File: src/rtl/axil_seq_pkg.sv
// Shared types for the AXI-lite command sequencer: bus widths, command and
// response payloads, FSM states and AXI response codes.
package axil_seq_pkg;

  localparam int unsigned ADDR_W = 32;
  localparam int unsigned DATA_W = 64;
  localparam int unsigned STRB_W = DATA_W / 8;

  typedef struct packed {
    logic              w_r;
    logic [ADDR_W-1:0] addr;
    logic [DATA_W-1:0] data;
    logic [STRB_W-1:0] strb;
  } cmd_t;

  typedef struct packed {
    logic              w_r;
    logic [ADDR_W-1:0] addr;
    logic [DATA_W-1:0] data;
    logic [1:0]        status;
    logic              timeout;
  } rsp_t;

  typedef enum logic [2:0] {
    ST_IDLE,
    ST_ISSUE,
    ST_WAIT_ACC,
    ST_WAIT_DONE,
    ST_RESP
  } state_e;

  localparam logic [1:0] RESP_OKAY   = 2'b00;
  localparam logic [1:0] RESP_EXOKAY = 2'b01;
  localparam logic [1:0] RESP_SLVERR = 2'b10;
  localparam logic [1:0] RESP_DECERR = 2'b11;

endpackage

File: src/rtl/axil_cmd_sequencer_if.sv
// Command, response and master-user-port signals of the sequencer.
// master = the sequencer itself, slave = producer/consumer/AXI-lite master side.
interface axil_cmd_sequencer_if;
  import axil_seq_pkg::*;

  logic              cmd_valid;
  logic              cmd_ready;
  logic              cmd_w_r;
  logic [ADDR_W-1:0] cmd_addr;
  logic [DATA_W-1:0] cmd_data;
  logic [STRB_W-1:0] cmd_strb;

  logic              rsp_valid;
  logic              rsp_ready;
  logic              rsp_w_r;
  logic [ADDR_W-1:0] rsp_addr;
  logic [DATA_W-1:0] rsp_data;
  logic [1:0]        rsp_status;
  logic              rsp_timeout;

  logic              user_start;
  logic              user_w_r;
  logic [ADDR_W-1:0] user_addr_in;
  logic [DATA_W-1:0] user_data_in;
  logic [STRB_W-1:0] user_data_strb;
  logic              user_free;
  logic [1:0]        user_status;
  logic [DATA_W-1:0] user_data_out;
  logic              user_data_out_valid;

  modport master (
    input  cmd_valid, cmd_w_r, cmd_addr, cmd_data, cmd_strb,
    input  rsp_ready,
    input  user_free, user_status, user_data_out, user_data_out_valid,
    output cmd_ready,
    output rsp_valid, rsp_w_r, rsp_addr, rsp_data, rsp_status, rsp_timeout,
    output user_start, user_w_r, user_addr_in, user_data_in, user_data_strb
  );

  modport slave (
    output cmd_valid, cmd_w_r, cmd_addr, cmd_data, cmd_strb,
    output rsp_ready,
    output user_free, user_status, user_data_out, user_data_out_valid,
    input  cmd_ready,
    input  rsp_valid, rsp_w_r, rsp_addr, rsp_data, rsp_status, rsp_timeout,
    input  user_start, user_w_r, user_addr_in, user_data_in, user_data_strb
  );

endinterface

File: src/rtl/axil_seq_fifo.sv
// Synchronous command FIFO with registered ready/empty flags and exact level.
// DEPTH must be a power of two so the pointers wrap naturally.
module axil_seq_fifo
  import axil_seq_pkg::*;
#(
  parameter int unsigned DEPTH = 16
) (
  input  logic                   clk,
  input  logic                   rst_n,
  input  logic                   i_push,
  input  cmd_t                   i_data,
  input  logic                   i_pop,
  output logic                   o_ready,
  output logic                   o_empty,
  output logic [$clog2(DEPTH):0] o_level,
  output cmd_t                   o_head_c
);

  localparam int unsigned PTR_W = $clog2(DEPTH);
  localparam int unsigned LVL_W = PTR_W + 1;

  cmd_t             r_mem [DEPTH];
  logic [PTR_W-1:0] r_wr_ptr;
  logic [PTR_W-1:0] r_rd_ptr;
  logic [LVL_W-1:0] r_level;
  logic [LVL_W-1:0] w_level_nxt;
  logic             r_ready;
  logic             r_empty;
  logic             w_push;
  logic             w_pop;

  assign w_push = i_push && r_ready;
  assign w_pop  = i_pop && !r_empty;

  always_comb begin
    w_level_nxt = r_level;
    case ({w_push, w_pop})
      2'b10:   w_level_nxt = r_level + LVL_W'(1);
      2'b01:   w_level_nxt = r_level - LVL_W'(1);
      default: w_level_nxt = r_level;
    endcase
  end

  // Flags are registered from the next level; ready stays low during reset.
  always_ff @(posedge clk) begin
    if (!rst_n) begin
      r_wr_ptr <= '0;
      r_rd_ptr <= '0;
      r_level  <= '0;
      r_ready  <= 1'b0;
      r_empty  <= 1'b1;
    end else begin
      if (w_push) r_wr_ptr <= r_wr_ptr + PTR_W'(1);
      if (w_pop)  r_rd_ptr <= r_rd_ptr + PTR_W'(1);
      r_level <= w_level_nxt;
      r_ready <= (w_level_nxt != LVL_W'(DEPTH));
      r_empty <= (w_level_nxt == LVL_W'(0));
    end
  end

  always_ff @(posedge clk) begin
    if (w_push) r_mem[r_wr_ptr] <= i_data;
  end

  assign o_ready  = r_ready;
  assign o_empty  = r_empty;
  assign o_level  = r_level;
  assign o_head_c = r_mem[r_rd_ptr];

endmodule

File: src/rtl/axil_cmd_sequencer.sv
// Buffers read/write commands, issues them one at a time to the AXI-lite
// master via user_start/user_free, and returns one response per command.
module axil_cmd_sequencer
  import axil_seq_pkg::*;
#(
  parameter int unsigned FIFO_DEPTH = 16,
  parameter int unsigned TIMEOUT    = 64
) (
  input  logic                        aclk,
  input  logic                        aresetn,
  axil_cmd_sequencer_if.master        bus,
  output logic [15:0]                 err_count,
  output logic [$clog2(FIFO_DEPTH):0] fifo_level
);

  localparam int unsigned LVL_W = $clog2(FIFO_DEPTH) + 1;
  localparam int unsigned CNT_W = $clog2(TIMEOUT) + 1;

  cmd_t             w_cmd_in;
  cmd_t             w_head_c;
  logic             w_fifo_ready;
  logic             w_fifo_empty;
  logic [LVL_W-1:0] w_level;

  state_e           r_state;
  state_e           w_state_nxt;
  cmd_t             r_hold;
  rsp_t             r_rsp;
  rsp_t             w_rsp_nxt;
  logic             r_rsp_valid;
  logic             r_user_start;
  logic             r_got_data;
  logic [DATA_W-1:0] r_rd_data;
  logic [CNT_W-1:0] r_tmo_cnt;
  logic [15:0]      r_err_cnt;

  logic             w_pop;
  logic             w_rsp_ld;
  logic             w_rsp_hs;
  logic             w_cap;
  logic             w_err;

  assign w_cmd_in = cmd_t'{w_r:  bus.cmd_w_r,
                           addr: bus.cmd_addr,
                           data: bus.cmd_data,
                           strb: bus.cmd_strb};

  axil_seq_fifo #(
    .DEPTH (FIFO_DEPTH)
  ) u_fifo (
    .clk      (aclk),
    .rst_n    (aresetn),
    .i_push   (bus.cmd_valid),
    .i_data   (w_cmd_in),
    .i_pop    (w_pop),
    .o_ready  (w_fifo_ready),
    .o_empty  (w_fifo_empty),
    .o_level  (w_level),
    .o_head_c (w_head_c)
  );

  // FSM state register.
  always_ff @(posedge aclk) begin
    if (!aresetn) r_state <= ST_IDLE;
    else          r_state <= w_state_nxt;
  end

  // Next state, FIFO pop, response load and capture strobes.
  always_comb begin
    w_state_nxt = r_state;
    w_pop       = 1'b0;
    w_rsp_ld    = 1'b0;
    w_rsp_hs    = 1'b0;
    w_cap       = 1'b0;
    w_rsp_nxt   = r_rsp;
    unique case (r_state)
      ST_IDLE: begin
        if (!w_fifo_empty && bus.user_free) begin
          w_pop       = 1'b1;
          w_state_nxt = ST_ISSUE;
        end
      end
      ST_ISSUE: w_state_nxt = ST_WAIT_ACC;
      ST_WAIT_ACC: begin
        if (!bus.user_free) begin
          w_state_nxt = ST_WAIT_DONE;
        end else if (r_tmo_cnt == CNT_W'(TIMEOUT - 1)) begin
          w_state_nxt = ST_RESP;
          w_rsp_ld    = 1'b1;
          w_rsp_nxt   = rsp_t'{w_r: r_hold.w_r, addr: r_hold.addr,
                               data: DATA_W'(0), status: RESP_OKAY,
                               timeout: 1'b1};
        end
      end
      ST_WAIT_DONE: begin
        w_cap = bus.user_data_out_valid && r_hold.w_r;
        if (bus.user_free) begin
          w_state_nxt = ST_RESP;
          w_rsp_ld    = 1'b1;
          w_rsp_nxt   = rsp_t'{w_r: r_hold.w_r, addr: r_hold.addr,
                               data: w_cap ? bus.user_data_out : r_rd_data,
                               status: bus.user_status, timeout: 1'b0};
        end
      end
      ST_RESP: begin
        if (bus.rsp_ready) begin
          w_rsp_hs    = 1'b1;
          w_state_nxt = ST_IDLE;
        end
      end
      default: w_state_nxt = ST_IDLE;
    endcase
  end

  // A read that never saw its data strobe counts as an error too.
  assign w_err = (r_rsp.status != RESP_OKAY) || r_rsp.timeout ||
                 (r_rsp.w_r && !r_got_data);

  always_ff @(posedge aclk) begin
    if (!aresetn) begin
      r_hold       <= '0;
      r_rsp        <= '0;
      r_rsp_valid  <= 1'b0;
      r_user_start <= 1'b0;
      r_got_data   <= 1'b0;
      r_rd_data    <= '0;
      r_tmo_cnt    <= '0;
      r_err_cnt    <= '0;
    end else begin
      r_user_start <= (w_state_nxt == ST_ISSUE);
      r_rsp_valid  <= (w_state_nxt == ST_RESP);
      if (w_pop) r_hold <= w_head_c;
      if (r_state == ST_ISSUE) begin
        r_tmo_cnt  <= '0;
        r_got_data <= 1'b0;
        r_rd_data  <= '0;
      end else begin
        if (r_state == ST_WAIT_ACC) r_tmo_cnt <= r_tmo_cnt + CNT_W'(1);
        if (w_cap) begin
          r_got_data <= 1'b1;
          r_rd_data  <= bus.user_data_out;
        end
      end
      if (w_rsp_ld) r_rsp <= w_rsp_nxt;
      if (w_rsp_hs && w_err && (r_err_cnt != 16'hFFFF))
        r_err_cnt <= r_err_cnt + 16'd1;
    end
  end

  assign bus.cmd_ready      = w_fifo_ready;
  assign bus.rsp_valid      = r_rsp_valid;
  assign bus.rsp_w_r        = r_rsp.w_r;
  assign bus.rsp_addr       = r_rsp.addr;
  assign bus.rsp_data       = r_rsp.data;
  assign bus.rsp_status     = r_rsp.status;
  assign bus.rsp_timeout    = r_rsp.timeout;
  assign bus.user_start     = r_user_start;
  assign bus.user_w_r       = r_hold.w_r;
  assign bus.user_addr_in   = r_hold.addr;
  assign bus.user_data_in   = r_hold.data;
  assign bus.user_data_strb = r_hold.strb;
  assign err_count          = r_err_cnt;
  assign fifo_level         = w_level;

endmodule
File: src/flat_wrapper.sv
// flat-port wrapper written by rule: the top's interface ports become plain ports
module axil_cmd_sequencer_flat import axil_seq_pkg::*;
#(
  parameter int unsigned FIFO_DEPTH = 16,
  parameter int unsigned TIMEOUT    = 64
)
  (aclk, aresetn, err_count, fifo_level, bus_cmd_valid, bus_cmd_w_r, bus_cmd_addr, bus_cmd_data, bus_cmd_strb, bus_rsp_ready, bus_user_free, bus_user_status, bus_user_data_out, bus_user_data_out_valid, bus_cmd_ready, bus_rsp_valid, bus_rsp_w_r, bus_rsp_addr, bus_rsp_data, bus_rsp_status, bus_rsp_timeout, bus_user_start, bus_user_w_r, bus_user_addr_in, bus_user_data_in, bus_user_data_strb);
  axil_cmd_sequencer_if bus_i ();
  input  logic aclk;
  input  logic aresetn;
  output logic [15:0] err_count;
  output logic [$clog2(FIFO_DEPTH):0] fifo_level;
  input wire logic [$bits(bus_i.cmd_valid)-1:0] bus_cmd_valid;
  input wire logic [$bits(bus_i.cmd_w_r)-1:0] bus_cmd_w_r;
  input wire logic [$bits(bus_i.cmd_addr)-1:0] bus_cmd_addr;
  input wire logic [$bits(bus_i.cmd_data)-1:0] bus_cmd_data;
  input wire logic [$bits(bus_i.cmd_strb)-1:0] bus_cmd_strb;
  input wire logic [$bits(bus_i.rsp_ready)-1:0] bus_rsp_ready;
  input wire logic [$bits(bus_i.user_free)-1:0] bus_user_free;
  input wire logic [$bits(bus_i.user_status)-1:0] bus_user_status;
  input wire logic [$bits(bus_i.user_data_out)-1:0] bus_user_data_out;
  input wire logic [$bits(bus_i.user_data_out_valid)-1:0] bus_user_data_out_valid;
  output wire logic [$bits(bus_i.cmd_ready)-1:0] bus_cmd_ready;
  output wire logic [$bits(bus_i.rsp_valid)-1:0] bus_rsp_valid;
  output wire logic [$bits(bus_i.rsp_w_r)-1:0] bus_rsp_w_r;
  output wire logic [$bits(bus_i.rsp_addr)-1:0] bus_rsp_addr;
  output wire logic [$bits(bus_i.rsp_data)-1:0] bus_rsp_data;
  output wire logic [$bits(bus_i.rsp_status)-1:0] bus_rsp_status;
  output wire logic [$bits(bus_i.rsp_timeout)-1:0] bus_rsp_timeout;
  output wire logic [$bits(bus_i.user_start)-1:0] bus_user_start;
  output wire logic [$bits(bus_i.user_w_r)-1:0] bus_user_w_r;
  output wire logic [$bits(bus_i.user_addr_in)-1:0] bus_user_addr_in;
  output wire logic [$bits(bus_i.user_data_in)-1:0] bus_user_data_in;
  output wire logic [$bits(bus_i.user_data_strb)-1:0] bus_user_data_strb;
  assign bus_i.cmd_valid = bus_cmd_valid;
  assign bus_i.cmd_w_r = bus_cmd_w_r;
  assign bus_i.cmd_addr = bus_cmd_addr;
  assign bus_i.cmd_data = bus_cmd_data;
  assign bus_i.cmd_strb = bus_cmd_strb;
  assign bus_i.rsp_ready = bus_rsp_ready;
  assign bus_i.user_free = bus_user_free;
  assign bus_i.user_status = bus_user_status;
  assign bus_i.user_data_out = bus_user_data_out;
  assign bus_i.user_data_out_valid = bus_user_data_out_valid;
  assign bus_cmd_ready = bus_i.cmd_ready;
  assign bus_rsp_valid = bus_i.rsp_valid;
  assign bus_rsp_w_r = bus_i.rsp_w_r;
  assign bus_rsp_addr = bus_i.rsp_addr;
  assign bus_rsp_data = bus_i.rsp_data;
  assign bus_rsp_status = bus_i.rsp_status;
  assign bus_rsp_timeout = bus_i.rsp_timeout;
  assign bus_user_start = bus_i.user_start;
  assign bus_user_w_r = bus_i.user_w_r;
  assign bus_user_addr_in = bus_i.user_addr_in;
  assign bus_user_data_in = bus_i.user_data_in;
  assign bus_user_data_strb = bus_i.user_data_strb;
  axil_cmd_sequencer #(.FIFO_DEPTH(FIFO_DEPTH), .TIMEOUT(TIMEOUT)) u_core (.aclk(aclk), .aresetn(aresetn), .bus(bus_i), .err_count(err_count), .fifo_level(fifo_level));
endmodule
File: config.mk
export PLATFORM = sky130hd
export DESIGN_NAME = axil_cmd_sequencer_flat
export DESIGN_NICKNAME = d
export VERILOG_FILES = /design/src/rtl/axil_seq_pkg.sv /design/src/rtl/axil_cmd_sequencer_if.sv /design/src/rtl/axil_seq_fifo.sv /design/src/rtl/axil_cmd_sequencer.sv /design/src/flat_wrapper.sv
export SDC_FILE = /design/constraint.sdc
export NUM_CORES = 2
export LEC_CHECK = 0
export BUFFER_PORTS_ARGS = -buffer_cell sky130_fd_sc_hd__buf_2
export CELL_PAD_IN_SITES_DETAIL_PLACEMENT = 1
export CELL_PAD_IN_SITES_GLOBAL_PLACEMENT = 1
export CORE_ASPECT_RATIO = 1.4
export CORE_MARGIN = 2
export CORE_UTILIZATION = 57
export CTS_BUF_LIST = sky130_fd_sc_hd__clkbuf_16
export DETAILED_ROUTE_END_ITERATION = 7
export PLACE_DENSITY = 0.81
export SYNTH_ARGS = -nofsm -noshare
export SYNTH_HDL_FRONTEND = slang
export SYNTH_HIERARCHICAL = 1
export SYNTH_SLANG_ARGS = --single-unit
File: constraint.sdc
create_clock -name aclk -period 13.7 [get_ports aclk]
set_input_delay 0.685 -clock aclk [delete_from_list [all_inputs] [get_ports aclk]]
set_output_delay 0.685 -clock aclk [all_outputs]
set_load 0.05 [all_outputs]
==> impl_metrics.env <==
export IMPL_min_period_ns=5.14
export IMPL_worst_r2r_path_depth=7
export IMPL_cts_tree="built"
export IMPL_vdd_ir_drop_max_mv=0.146
export IMPL_die_w_um=311
export IMPL_clock_latency_ns=0.83
export IMPL_synth_top_family_by_area="multiplexers"
export IMPL_cap_viol_max_count=0
export IMPL_path_class="flip-flop to flip-flop"
export IMPL_hold_start="bus_user_status[1]"
export IMPL_dr_total_vias=39044
export IMPL_grt_pass1_vias=41221
export IMPL_worstPathRequired_ns=14.35
export IMPL_synth_fa_ha_area_frac=0.00150
export IMPL_worstPathArrival_ns=5.79
export IMPL_cp_max_fo=77
export IMPL_synth_ff_type="edfxtp_1"
export IMPL_synthesis_nets=3999
export IMPL_cp_start_kind="flip-flop"
export IMPL_cts_setup_buffers=0
export IMPL_finalPower_mw=11.9
export IMPL_synth_area_mm2=0.0752
export IMPL_pin_count=406
export IMPL_routedWlPerCell_um=31.2
export IMPL_drive_gt1_frac=0.294
export IMPL_setup_tns_ns=0
export IMPL_layout_nets=4396
export IMPL_routed_wl_um=191000
export IMPL_rows=157
export IMPL_n_fill_cell=10963
export IMPL_cts_buffers=180
export IMPL_regToRegSetupSlack_ns=8.56
export IMPL_maxSlewHeadroom=0.239
export IMPL_synth_xor_area_frac=0.00210
export IMPL_hold_path_class="input pin to flip-flop"
export IMPL_setup_viol=0
export IMPL_ctsResizeCount=0
export IMPL_synth_top_area_frac=0.671
export IMPL_grt_pass1_wl_um=281000
export IMPL_synth_distinct_cells=52
export IMPL_synth_edf_count=1680
export IMPL_seq_area_frac_synth=0.756
export IMPL_instances_no_fill=6125
export IMPL_via_per_inst=6.37
export IMPL_hold_viol=0
export IMPL_outcome="finished, final reports clean"
export IMPL_min_to="u_core/bus.rsp_status[1]"
export IMPL_min_delay_path_depth=3
export IMPL_cp_end_kind="flip-flop"
export IMPL_synthArstFlopShare=0
export IMPL_synth_compound_area_share=0.0244
export IMPL_overflow=0
export IMPL_htree_levels=4
export IMPL_yosysWarnings=6
export IMPL_p_per_area_mw_per_mm2=141
export IMPL_initial_core_util=0.575
export IMPL_grt_setup_unrepaired="no"
export IMPL_die_area_mm2=0.135
export IMPL_syn_to_final_growth_pct=12.3
export IMPL_grtUsageTotal=0.287
export IMPL_port_buffers=405
export IMPL_drv_slew=0
export IMPL_dr_pass1_iters=5
export IMPL_syn_area_per_cell_um2=19.7
export IMPL_post_route_period_util=0.375
export IMPL_clkTransAtPathRegs_ns=0.06
export IMPL_drt_antenna_violating_nets=0
export IMPL_ys_ff_latch=1997
export IMPL_core_mm2=0.131
export IMPL_cts_hold_buf=0
export IMPL_antenna_found_initial=35
export IMPL_clockBufferDepth=3
export IMPL_gp_congestion=0.761
export IMPL_multi_input_area_mm2=0.0170
export IMPL_dp_slack_ns=8.58
export IMPL_ys_top_cells_by_area="edfxtp_1 (67%), mux4_2 (16%), dfxtp_1 (8.4%)"
export IMPL_drt_iter0_drc=3888
export IMPL_drc=0
export IMPL_worstMarginPinSlew_ns=1.14
export IMPL_syn_instance_count=3813
export IMPL_regToRegEndpoint="u_core/bus.user_data_in[3]"
export IMPL_die_y_um=434
export IMPL_setup_slack_ns=8.56
export IMPL_clock_fmax_mhz=194
export IMPL_yosysTopAreaCell="edfxtp_1"
export IMPL_cts_root_buf="clkbuf_16"
export IMPL_synth_area_mux_share=0.159
export IMPL_final_core_util=0.645
export IMPL_p_leak_nw=26.7
export IMPL_dp_hpwl_um=101000
export IMPL_synthSimpleGateAreaFrac=0.0371
export IMPL_sequential_cell_area_mm2=0.0568
export IMPL_cts_sinks=1997
export IMPL_dp_cells=5777
export IMPL_clock_skew_ns=0.0369
export IMPL_grt_start_max_net_pins=115
==> power breakdown <==
group | leakage [nW] | switching, mW | total (mW) | internal, mW
clock | 3.00 | 2.19 | 4.90 | 2.71
sequential | 17.7 | 0.0273 | 6.65 | 6.62
combinational | 5.98 | 0.265 | 0.385 | 0.120
total | 26.7 | 2.49 | 11.9 | 9.45
==> final cells by class <==
class / count / share of cell area
diodes: 10 / 0.000296
clock inverters: 152 / 0.0128
multi-input cells: 1550 / 0.201
flip-flops and latches: 1997 / 0.673
clock buffers: 186 / 0.0551
well taps: 1749 / 0.0259
inverters: 9 / 0.000519
repair buffers: 472 / 0.0311
==> sequential cells by signal, indices dropped and copies added (netlist names), 2 cells and up, named ones only <==
signal and flops:
u_core/u_fifo/r_rd_ptr 4, u_core/err_count 16, u_core/bus.user_addr_in 32, u_core/r_tmo_cnt 7, u_core/bus.rsp_status 2, u_core/u_fifo/r_wr_ptr 4
u_core/bus.user_data_strb 8, u_core/r_state 3, u_core/bus.rsp_addr 32, u_core/bus.rsp_data 64, u_core/bus.user_data_in 64, u_core/r_rd_data 64
u_core/u_fifo/r_mem 1680, u_core/u_fifo/o_level 5
==> critical path: stages, from the launching register on <==
cell,delay [ns]
dfxtp_4,0.93
buf_4,0.85
buf_4,0.99
buf_4,1.01
mux4_2,0.44
mux4_2,0.49
nand2_1,0.08
a21oi_1,0.08
==> cells in the mapped netlist (3+ instances only) <==
master and n:
edfxtp_1 1680, mux4_2 525, nand2_1 494, dfxtp_1 317, a21oi_1 212, clkbuf_1 125
nor2_1 109, a311oi_1 64, buf_6 45, buf_2 40, buf_4 38, nand2b_1 15
mux2i_1 13, nand3_1 13, nor4_1 10, xor2_1 10, buf_1 9, ha_1 9
nand4_1 9, xnor2_1 8, and2_1 6, nor3_1 6, inv_1 5, and4_1 4
nor2b_1 4, o21ai_0 4, or4_1 4, o211a_1 3, o31ai_1 3
==> how the worst max path moves through the flow <==
stage                          startpoint                           to
finish                          flip-flop   u_core/bus.user_data_in[3]
detailed placement              flip-flop  u_core/bus.user_data_in[14]
floorplan           u_core/u_fifo/o_ready    u_core/u_fifo/r_mem[3][0]
global route                    flip-flop   u_core/bus.user_data_in[3]
global placement                flip-flop   u_core/bus.user_data_in[5]
CTS                             flip-flop   u_core/bus.user_data_in[3]
==> layout by cell type, fill, tap and decap left out, types with 5 or more instances in the layout <==
master	count
diode_2	10
xnor2_1	8
nand2_1	494
ha_1	9
dfxtp_1	313
nor2_4	12
buf_2	405
clkinv_1	39
xor2_1	10
mux4_2	525
clkbuf_16	186
nand2b_1	15
mux2i_1	13
nor2_1	97
a21oi_1	212
clkinv_2	31
inv_6	7
nand4_1	9
edfxtp_1	1680
a311oi_1	64
and2_1	6
inv_1	54
buf_12	8
clkinv_8	5
buf_4	59
nor4_1	9
bufinv_16	13
nand3_1	12
==> stage by stage <==
| stage | hold slack, ns | area, um^2 |
|---|---|---|
| finish | 0.142 | 84400 |
| global route | 0.138 | 84400 |
| CTS | 0.0924 | 84400 |
| detailed placement | 0.445 | 78700 |
| global placement | 0.433 | 78700 |
| floorplan | 0.437 | 75200 |
==> routing by layer <==
| metal | global-route usage | share of wire |
|---|---|---|
| met3 | 0.0510 | 0.076 |
| met2 | 0.493 | 0.52 |
| met4 | 0.0818 | 0.023 |
| met5 | 0 | 0.00051 |
| met1 | 0.382 | 0.38 |
==> logic make-up after synthesis <==
group / count (synthesis)
flops: 1997
simple gates: 684
mux: 538
compound gates: 301
buf+inv: 266
xor+xnor: 18
fa+ha+maj: 9
Power figures use the tool's default switching activity.
